**src/rtl/fifo_stream_pkg.sv**
```systemverilog
// Shared constants and helpers for the fifo_stream_bh show-ahead FIFO slice.
// Sizing, default thresholds and threshold range checking live here.
package fifo_stream_pkg;

  localparam int DEF_DATA_WIDTH = 986;
  localparam int DEF_DEPTH_LG2  = 1;
  localparam int DEF_AE_THRESH  = 1;

  // Occupancy must represent 0..DEPTH inclusive, hence one extra bit.
  function automatic int level_width(input int depth_lg2);
    return depth_lg2 + 1;
  endfunction

  function automatic int def_af_thresh(input int depth_lg2);
    return (1 << depth_lg2) - 1;
  endfunction

  function automatic bit thresholds_ok(input int depth_lg2, input int af, input int ae);
    int depth;
    depth = 1 << depth_lg2;
    return (af >= 1) && (af <= depth) && (ae >= 0) && (ae <= depth - 1);
  endfunction

endpackage

```
**src/rtl/fifo_stream_bh_if.sv**
```systemverilog
// Stream/status bundle between a producer-consumer pair and fifo_stream_bh.
// The master drives requests and data; the slave (the FIFO) drives head data and status.
interface fifo_stream_bh_if
  import fifo_stream_pkg::*;
#(
  parameter int FIFO_DATA_WIDTH = DEF_DATA_WIDTH,
  parameter int FIFO_DEPTH_LG2  = DEF_DEPTH_LG2
);

  logic                       wren_i;
  logic                       rden_i;
  logic [FIFO_DATA_WIDTH-1:0] wdata_i;
  logic                       err_clr_i;
  logic [FIFO_DATA_WIDTH-1:0] rdata_o;
  logic                       full_o;
  logic                       empty_o;
  logic                       almost_full_o;
  logic                       almost_empty_o;
  logic [FIFO_DEPTH_LG2:0]    level_o;
  logic                       overflow_o;
  logic                       underflow_o;

  modport master (
    output wren_i, rden_i, wdata_i, err_clr_i,
    input  rdata_o, full_o, empty_o, almost_full_o, almost_empty_o,
           level_o, overflow_o, underflow_o
  );

  modport slave (
    input  wren_i, rden_i, wdata_i, err_clr_i,
    output rdata_o, full_o, empty_o, almost_full_o, almost_empty_o,
           level_o, overflow_o, underflow_o
  );

endinterface

```
**src/rtl/fifo_stream_ctrl.sv**
```systemverilog
// Pointer, occupancy, acceptance and status control for fifo_stream_bh.
// Sticky overflow/underflow flags exist only when FIFO_STREAM_ERR_FLAGS_EN is defined.
module fifo_stream_ctrl
  import fifo_stream_pkg::*;
#(
  parameter int FIFO_DEPTH_LG2 = DEF_DEPTH_LG2,
  parameter int AF_THRESH      = def_af_thresh(FIFO_DEPTH_LG2),
  parameter int AE_THRESH      = DEF_AE_THRESH
) (
  input  logic                      clk,
  input  logic                      reset_n,
  input  logic                      wren,
  input  logic                      rden,
  input  logic                      err_clr,
  output logic                      wr_acc,
  output logic [FIFO_DEPTH_LG2-1:0] wr_idx,
  output logic [FIFO_DEPTH_LG2-1:0] rd_idx,
  output logic                      full,
  output logic                      empty,
  output logic                      almost_full,
  output logic                      almost_empty,
  output logic [FIFO_DEPTH_LG2:0]   level,
  output logic                      overflow,
  output logic                      underflow
);

  localparam int LW    = level_width(FIFO_DEPTH_LG2);
  localparam int DEPTH = 1 << FIFO_DEPTH_LG2;
  localparam logic [LW-1:0] DEPTH_L = LW'(DEPTH);
  localparam logic [LW-1:0] AF_L    = LW'(AF_THRESH);
  localparam logic [LW-1:0] AE_L    = LW'(AE_THRESH);

  if (!thresholds_ok(FIFO_DEPTH_LG2, AF_THRESH, AE_THRESH)) begin : g_bad_thresh
    $error("fifo_stream_ctrl: AF_THRESH must be 1..DEPTH and AE_THRESH 0..DEPTH-1");
  end

  logic [LW-1:0] wrptr_reg;
  logic [LW-1:0] rdptr_reg;
  logic [LW-1:0] level_reg;
  logic [LW-1:0] level_next;
  logic          rd_acc;

  // A write at full only fits if the same edge frees the head slot.
  assign rd_acc = rden & ~empty;
  assign wr_acc = wren & (~full | rd_acc);

  always_comb begin
    level_next = level_reg;
    unique case ({wr_acc, rd_acc})
      2'b10:   level_next = level_reg + LW'(1);
      2'b01:   level_next = level_reg - LW'(1);
      default: level_next = level_reg;
    endcase
  end

  always_ff @(posedge clk or negedge reset_n) begin
    if (!reset_n) begin
      wrptr_reg <= '0;
      rdptr_reg <= '0;
      level_reg <= '0;
    end else begin
      if (wr_acc) wrptr_reg <= wrptr_reg + LW'(1);
      if (rd_acc) rdptr_reg <= rdptr_reg + LW'(1);
      level_reg <= level_next;
    end
  end

  assign wr_idx       = wrptr_reg[FIFO_DEPTH_LG2-1:0];
  assign rd_idx       = rdptr_reg[FIFO_DEPTH_LG2-1:0];
  assign level        = level_reg;
  assign full         = (level_reg == DEPTH_L);
  assign empty        = (level_reg == '0);
  assign almost_full  = (level_reg >= AF_L);
  assign almost_empty = (level_reg <= AE_L);

`ifdef FIFO_STREAM_ERR_FLAGS_EN
  logic overflow_reg;
  logic underflow_reg;

  // A fresh event outranks a clear in the same cycle.
  always_ff @(posedge clk or negedge reset_n) begin
    if (!reset_n) begin
      overflow_reg  <= 1'b0;
      underflow_reg <= 1'b0;
    end else begin
      if (wren & ~wr_acc)  overflow_reg <= 1'b1;
      else if (err_clr)    overflow_reg <= 1'b0;
      if (rden & ~rd_acc)  underflow_reg <= 1'b1;
      else if (err_clr)    underflow_reg <= 1'b0;
    end
  end

  assign overflow  = overflow_reg;
  assign underflow = underflow_reg;
`else
  logic unused_err_clr;
  assign unused_err_clr = err_clr;
  assign overflow       = 1'b0;
  assign underflow      = 1'b0;
`endif

endmodule

```
**src/rtl/fifo_stream_bh.sv**
```systemverilog
// Show-ahead FIFO top: entry storage and head read mux around fifo_stream_ctrl.
// Optional sticky error flags are built when FIFO_STREAM_ERR_FLAGS_EN is defined.
module fifo_stream_bh
  import fifo_stream_pkg::*;
#(
  parameter int FIFO_DATA_WIDTH = DEF_DATA_WIDTH,
  parameter int FIFO_DEPTH_LG2  = DEF_DEPTH_LG2,
  parameter int AF_THRESH       = def_af_thresh(FIFO_DEPTH_LG2),
  parameter int AE_THRESH       = DEF_AE_THRESH
) (
  input  logic            clk,
  input  logic            reset_n,
  fifo_stream_bh_if.slave bus
);

  localparam int DEPTH = 1 << FIFO_DEPTH_LG2;

  logic                       wr_acc;
  logic [FIFO_DEPTH_LG2-1:0]  wr_idx;
  logic [FIFO_DEPTH_LG2-1:0]  rd_idx;
  logic [DEPTH-1:0]           entry_we;
  logic [FIFO_DATA_WIDTH-1:0] mem_reg [DEPTH];

  fifo_stream_ctrl #(
    .FIFO_DEPTH_LG2 (FIFO_DEPTH_LG2),
    .AF_THRESH      (AF_THRESH),
    .AE_THRESH      (AE_THRESH)
  ) u_ctrl (
    .clk          (clk),
    .reset_n      (reset_n),
    .wren         (bus.wren_i),
    .rden         (bus.rden_i),
    .err_clr      (bus.err_clr_i),
    .wr_acc       (wr_acc),
    .wr_idx       (wr_idx),
    .rd_idx       (rd_idx),
    .full         (bus.full_o),
    .empty        (bus.empty_o),
    .almost_full  (bus.almost_full_o),
    .almost_empty (bus.almost_empty_o),
    .level        (bus.level_o),
    .overflow     (bus.overflow_o),
    .underflow    (bus.underflow_o)
  );

  genvar gi;
  for (gi = 0; gi < DEPTH; gi++) begin : g_we
    assign entry_we[gi] = wr_acc && (wr_idx == FIFO_DEPTH_LG2'(gi));
  end

  // Entries are reset so an empty FIFO presents zero after reset.
  always_ff @(posedge clk or negedge reset_n) begin
    if (!reset_n) begin
      for (int i = 0; i < DEPTH; i++) mem_reg[i] <= '0;
    end else begin
      for (int i = 0; i < DEPTH; i++) begin
        if (entry_we[i]) mem_reg[i] <= bus.wdata_i;
      end
    end
  end

  assign bus.rdata_o = mem_reg[rd_idx];

endmodule
```
**src/flat_wrapper.sv**
```systemverilog
// flat-port wrapper written by rule: the top's interface ports become plain ports
module fifo_stream_bh_flat import fifo_stream_pkg::*;
#(
  parameter int FIFO_DATA_WIDTH = DEF_DATA_WIDTH,
  parameter int FIFO_DEPTH_LG2  = DEF_DEPTH_LG2,
  parameter int AF_THRESH       = def_af_thresh(FIFO_DEPTH_LG2),
  parameter int AE_THRESH       = DEF_AE_THRESH
)
  (clk, reset_n, bus_wren_i, bus_rden_i, bus_wdata_i, bus_err_clr_i, bus_rdata_o, bus_full_o, bus_empty_o, bus_almost_full_o, bus_almost_empty_o, bus_level_o, bus_overflow_o, bus_underflow_o);
  fifo_stream_bh_if #(.FIFO_DATA_WIDTH(FIFO_DATA_WIDTH), .FIFO_DEPTH_LG2(FIFO_DEPTH_LG2)) bus_i ();
  input  logic clk;
  input  logic reset_n;
  input wire logic [$bits(bus_i.wren_i)-1:0] bus_wren_i;
  input wire logic [$bits(bus_i.rden_i)-1:0] bus_rden_i;
  input wire logic [$bits(bus_i.wdata_i)-1:0] bus_wdata_i;
  input wire logic [$bits(bus_i.err_clr_i)-1:0] bus_err_clr_i;
  output wire logic [$bits(bus_i.rdata_o)-1:0] bus_rdata_o;
  output wire logic [$bits(bus_i.full_o)-1:0] bus_full_o;
  output wire logic [$bits(bus_i.empty_o)-1:0] bus_empty_o;
  output wire logic [$bits(bus_i.almost_full_o)-1:0] bus_almost_full_o;
  output wire logic [$bits(bus_i.almost_empty_o)-1:0] bus_almost_empty_o;
  output wire logic [$bits(bus_i.level_o)-1:0] bus_level_o;
  output wire logic [$bits(bus_i.overflow_o)-1:0] bus_overflow_o;
  output wire logic [$bits(bus_i.underflow_o)-1:0] bus_underflow_o;
  assign bus_i.wren_i = bus_wren_i;
  assign bus_i.rden_i = bus_rden_i;
  assign bus_i.wdata_i = bus_wdata_i;
  assign bus_i.err_clr_i = bus_err_clr_i;
  assign bus_rdata_o = bus_i.rdata_o;
  assign bus_full_o = bus_i.full_o;
  assign bus_empty_o = bus_i.empty_o;
  assign bus_almost_full_o = bus_i.almost_full_o;
  assign bus_almost_empty_o = bus_i.almost_empty_o;
  assign bus_level_o = bus_i.level_o;
  assign bus_overflow_o = bus_i.overflow_o;
  assign bus_underflow_o = bus_i.underflow_o;
  fifo_stream_bh #(.FIFO_DATA_WIDTH(FIFO_DATA_WIDTH), .FIFO_DEPTH_LG2(FIFO_DEPTH_LG2), .AF_THRESH(AF_THRESH), .AE_THRESH(AE_THRESH)) u_core (.clk(clk), .reset_n(reset_n), .bus(bus_i));
endmodule
```
**config.mk**
```make
export PLATFORM = sky130hd
export DESIGN_NAME = fifo_stream_bh_flat
export DESIGN_NICKNAME = d
export VERILOG_FILES = /design/src/rtl/fifo_stream_pkg.sv /design/src/rtl/fifo_stream_bh_if.sv /design/src/rtl/fifo_stream_ctrl.sv /design/src/rtl/fifo_stream_bh.sv /design/src/flat_wrapper.sv
export SDC_FILE = /design/constraint.sdc
export NUM_CORES = 2
export LEC_CHECK = 0
export ABC_AREA = 0
export CAP_MARGIN = 5
export CORE_AREA = 5 5 768 770
export CTS_CLUSTER_SIZE = 8
export DETAILED_ROUTE_END_ITERATION = 7
export DIE_AREA = 0 0 773 775
export PLACE_DENSITY = 0.32
export SLEW_MARGIN = 20
export SYNTH_ARGS = -nofsm -noshare
export SYNTH_HDL_FRONTEND = slang
export SYNTH_SLANG_ARGS = --single-unit
```
**constraint.sdc**
```tcl
create_clock -name clk -period 1.95 [get_ports clk]
set_input_delay 0.585 -clock clk [delete_from_list [all_inputs] [get_ports clk]]
set_output_delay 0.585 -clock clk [all_outputs]
set_load 0.02 [all_outputs]
```
; ---- Yosys cells after proc, flatten, opt, wreduce, memory -nomap -nowiden
; Index checks and enable logic that the tools add are counted.
[classes]
n_addsub = 4
n_mux = 4
n_lt_le_gt_ge = 3
bitwise = 7
n_reduce_logical = 4
multipliers = 0
n_div = 0
n_shift = 0
eq_ne = 3
[ops]
columns = op, count
row1 = 2-to-1 mux 986 bit, 3
row2 = "adder 2 x 1 -> 2 bit, second input constant", 3
row3 = "== test 2 bit, second input constant", 2
row4 = one-hot mux 2 bit (2 select lines), 1
row5 = NOT 1 bit, 3
row6 = bitwise AND 1 bit, 2
row7 = "== test 2 x 1 -> 1 bit, second input constant", 1
row8 = "greater-or-equal comparator 2 x 1 -> 1 bit, second input constant", 1
row9 = "greater-or-equal comparator 2 bit, second input constant", 1
row10 = "less-or-equal comparator 2 x 1 -> 1 bit, second input constant", 1
row11 = logical AND 1 bit, 2
row12 = zero test 2 bit, 1
row13 = NOT 1 -> 2 bit, 1
row14 = nonzero test 2 bit, 1
row15 = "subtractor 2 x 1 -> 2 bit, second input constant", 1
row16 = OR 1 bit, 1
[word_totals]
wordCells = 30
register_bits = 1978
out_inout_bits = 994
latchBits = 0
mem_count = 0
ramBits = 0
in_bits = 991
mem_bits_ro = 0

; ---- Logic depth before layout (Yosys ltp)
[depth]
ltp_word = 7
depth_mapped = 8

; ---- Hierarchy
; Synthesis repeated with hierarchy kept, for this count alone.
[unflattened]
hier_cells = 5289
area_unflattened_um2 = 87202.4
[modules_own_cells]
columns = module, seq_area_each_um2, cells_per_inst, area_each_um2, n_inst
row1 = fifo_stream_bh, 49347.3, 5261, 86913.4, 1
row2 = fifo_stream_ctrl, 100.1, 28, 289.0, 1

; ---- Worst setup path after synthesis
; OpenSTA, ideal clock, no wires.
[synth_path]
path_kind = register -> register
startpoint = register u_core.u_ctrl.level_reg[0], in the netlist u_core.u_ctrl.level[0]
endpoint = register u_core.mem_reg[1531] (netlist name)
path_buffers = 3
stages_incl_launch_ff = 9
slack_ns = -0.268
arrival_time_ns = 2.091
required_time_ns = 1.823
period_less_slack_ns = 2.218
cell_sequence = dfrtp_1 -> inv_1 -> ha_1 -> nand2b_4 -> a21oi_2 -> buf_4 -> buf_4 -> buf_6 -> mux2_1
[synth_via]
elab_chain_len = 6
[synth_rtl]
columns = item, line
row1 = start: declaration, fifo_stream_ctrl.sv:39  ; logic [LW-1:0] level_reg;
row2 = start signal: assignment, fifo_stream_ctrl.sv:64  ; level_reg <= level_next;
row3 = zero test 2 bit, fifo_stream_ctrl.sv:72  ; assign empty = (level_reg == '0);
row4 = named net bus_empty_o, flat_wrapper.sv:19  ; output wire logic [$bits(bus_i.empty_o)-1:0] bus_empty_o;
row5 = NOT 1 bit, fifo_stream_ctrl.sv:44  ; assign rd_acc = rden & ~empty;
row6 = bitwise AND 1 bit, fifo_stream_ctrl.sv:44
row7 = OR 1 bit, fifo_stream_ctrl.sv:45  ; assign wr_acc = wren & (~full | rd_acc);
row8 = bitwise AND 1 bit, fifo_stream_ctrl.sv:45
row9 = logical AND 1 bit, fifo_stream_bh.sv:48  ; assign entry_we[gi] = wr_acc && (wr_idx == FIFO_DEPTH_LG2'(gi));
row10 = end signal: indexed assignment, fifo_stream_bh.sv:57  ; if (entry_we[i]) mem_reg[i] <= bus.wdata_i;
row11 = end: declaration, fifo_stream_bh.sv:22  ; logic [FIFO_DATA_WIDTH-1:0] mem_reg [DEPTH];
; The timed path passes the listed nets, and every way through them passes these cells.
; A chain may end at the register's enable or synchronous reset.

; ---- Worst setup path after layout
[layout_path]
startpoint = register u_core.u_ctrl.rdptr_reg[0]
endpoint = output port bus_rdata_o[570]
[layout_via]
elab_chain_len = 4
[layout_rtl]
columns = item, line
row1 = start: declaration, fifo_stream_ctrl.sv:38  ; logic [LW-1:0] rdptr_reg;
row2 = start signal: assignment, fifo_stream_ctrl.sv:63  ; if (rd_acc) rdptr_reg <= rdptr_reg + LW'(1);
row3 = NOT 1 -> 2 bit (implied by the code), fifo_stream_bh.sv:62  ; assign bus.rdata_o = mem_reg[rd_idx];
row4 = 2-to-1 mux 986 bit (implied by the code) (3 in series), fifo_stream_bh.sv:62
row5 = end: declaration, flat_wrapper.sv:17  ; output wire logic [$bits(bus_i.rdata_o)-1:0] bus_rdata_o;
; No other way between the ends. The select of a mux whose other input is x is not followed.

==> impl_metrics.yaml <==
run_status:
  status: "complete, but fails checks"
  violations: "setup timing"
worst_setup_path:
  cp-end-kind: "primary output"
  cp-startpoint: "u_core.u_ctrl.rdptr_reg[0]"
  slowest_stage: "dfrtp_4"
  worstPathArrival_ns: 2.84
  cpMostUsedCell: "buf_12"
  slowest_delay_ns: 0.43
  critical_path.top_delay_family: "buffers and inverters"
  worst-path-buf-inv: 4
  worstReg2RegStart: "u_core.u_ctrl.level[1]"
  crit_chain: "buf_8 -> buf_12 -> buf_12 -> mux2_2 -> dlygate4sd2_1"
  crit_path_start_kind: "flop"
  setup.worst_path.class: "reg2out"
  critical_path.max_fanout: 16
  cp.required_ns: 1.36
floorplan:
  ios: 1985
  die_area_mm2: 0.599
  row_count: 281
  die_x_um: 773
  core_area_mm2: 0.583
  initial_core_util: 0.146
  chipHeight_um: 775
cells_and_area:
  finalInstanceArea_mm2: 0.127
  nNetsFinal: 8748
  nFillCells: 61900
  layout-drive-gt1-share: 0.441
  largest_reg_flops: 1972
  instances_no_fill: 15700
  synthToLayoutAreaGrowth_pct: 49.6
global_route:
  grt_pass1_wl_um: 635000
  antenna_found_initial: 407
  grt_use_total: 0.158
  grt_pass1_vias: 62800
  overflow: 0
  grt_max_degree: 77
routing:
  wl_per_cell_um: 31.0
  vias: 56600
  viasPerCell: 3.60
  drt_pass1_iterations: 5
  ant_nets: 0
  drc: 0
  drt-total-wl_um: 487000
  drtIter0Drc: 1923
logic_synthesis:
  synth_cells: 5288
  yosys.area_share.adder: 0.000736
  ys_ff_latch: 1976
  synth_top_family_by_area: "multiplexers"
  ys_top_cells_by_area: "dfrtp_1, mux2_2, mux2_1"
  ys.flop_type: "dfrtp_1"
  yosys.area.top_type: "dfrtp_1"
  synth.distinct_cells: 16
  synth_most_common_cell: "dfrtp_1"
  synth_edf_count: 0
  synthesis.area_mm2: 0.0850
  synthTopCellsByCount: "dfrtp_1, mux2_2, mux2_1, buf_2, buf_4"
  ys_seq_area_frac: 0.582
  synthXorXnorAreaFrac: 0.000412
  synth-simple-area-share: 0.000398
  synthArstFlopShare: 1.00
  ys_warn_count: 0
  synth_compound_area_frac: 0.000324
  syn_area_per_cell_um2: 16.1
  synthMuxAreaShare: 0.392
  synth_top_area_frac: 0.582
power_and_ir_drop:
  leakagePower_nw: 52.1
  total_power_mw: 260
  powerDensity_mw_per_mm2: 2040
  peakVddDrop_uv: 963
timing:
  final_hold_viol_count: 0
  fmax_ghz: 0.292
  setup-violations-final: 2911
  tns_ns: -1727.56
  worstMarginPinSlew_ns: 0.688
  finalClockSkew_ns: 0.0625
  maxSlewViolCount: 0
  layout_setup_ws_ns: -1.47
  slew_headroom: 0.542
  rsz0062_at_grt: "yes"
  fin_crit_sh: 1.75
  final.min_clock_period_ns: 3.42
clock_tree:
  cts_max_level: 5
  clkLatencyLatePin_ns: 0.94
  cts.sinks: 1976
  numCtsBuffers: 297
  cts_tree: "built"
  cts_buffer_depth: 4
  clkTransAtPathRegs_ns: 0.05
  cts_root_buf: "clkbuf_16"
placement:
  dp_hpwl_um: 400000
  place.gp.congestion: 0.836
  dp.cells: 15200
  dp_slack_ns: -1.15
  port_buffers: 1981
  placed_area_mm2: 0.117
min_path:
  hold_class: "in2async"
flow_run:
  maxCapViolCount: 0
==> kinds of logic (layout without fill, tap and decap cells) <==
logic type,Yosys count,in the layout
other,1,87
xor gates and xnor gates,4,4
AOI/OAI and AO/OA,4,4
DFF,1976,1976
buffers and inverters,335,2887
muxes,2958,2958
adders and majority gates,5,5
and+or+nand+nor,5,5
==> worst paths after layout <==
check                                       end  slack (ns)  depth (start not counted)
max                            bus_rdata_o[570]       -1.47                          5
min                        u_core.mem_reg[1231]        0.13                          2
max reg2reg                u_core.mem_reg[1472]       -0.40                          8
min reg2reg                 u_core.mem_reg[696]        0.48                          1
max in group asynchronous   u_core.mem_reg[786]        0.68                          5
min in group clk            u_core.mem_reg[434]        0.27                          2
==> stage by stage <==
step | utilization | hold WS [ns]
finish | 0.218 | 0.135
global route | 0.218 | 0.0743
CTS | 0.217 | 0.0151
detailed placement | 0.201 | 0.440
global placement | 0.201 | 0.438
floorplan | - | 0.289
==> power breakdown <==
group / internal, mW / total (mW) / switching, mW
logic: 62.6 / 139 / 76.0
clock network: 28.6 / 49.3 / 20.7
registers: 62.3 / 71.9 / 9.59
total: 153 / 260 / 106
==> cells in the final DEF, fill, tap and decap left out, types with 35 or more instances in the layout <==
cell type / instances
mux2_2: 1916
clkbuf_1: 35
dlygate4sd2_1: 317
buf_12: 222
buf_4: 697
buf_6: 79
mux2_1: 1008
diode_2: 85
clkbuf_16: 304
clkdlybuf4s50_1: 992
dfrtp_1: 1973
buf_2: 57
==> worst register-to-register path, delay by kind of cell, from the launching register on <==
kind / cells / cell delay [ns]
AOI/OAI and AO/OA: 1 / 0.22
adders and majority gates: 1 / 0.19
buffers and inverters: 4 / 0.85
DFF: 1 / 0.38
and+or+nand+nor: 1 / 0.18
muxes: 1 / 0.38
==> repair_timing <==
item | 4_1_cts | 5_1_grt
gates resized for setup | 879 | 257
hold buffers | 1 | 0
buffers inserted | 30 | 9
gates cloned | 17 | 5
endpoints found under the hold margin | 542 | 0
setup endpoints to repair | 2953 | 2956
==> final cells by class <==
class / count / area, µm² / share of cell area
diodes: 85 / 213 / 0.00167
inverters: 5 / 18.8 / 0.000148
repair buffers: 2494 / 25600 / 0.202
clock buffers: 355 / 7910 / 0.0622
well taps: 7782 / 9740 / 0.0766
multi-input cells: 2978 / 33600 / 0.265
flip-flops and latches: 1976 / 49500 / 0.389
clock inverters: 33 / 537 / 0.00422
==> layer usage <==
layer	GRT usage	share of wire	vias up
met5	0	0.0027	-
met4	0.0409	0.031	206
met3	0.0874	0.12	957
met2	0.261	0.47	2209
met1	0.175	0.38	29100
li1	-	-	24000
(Power assumes the default switching activity.)
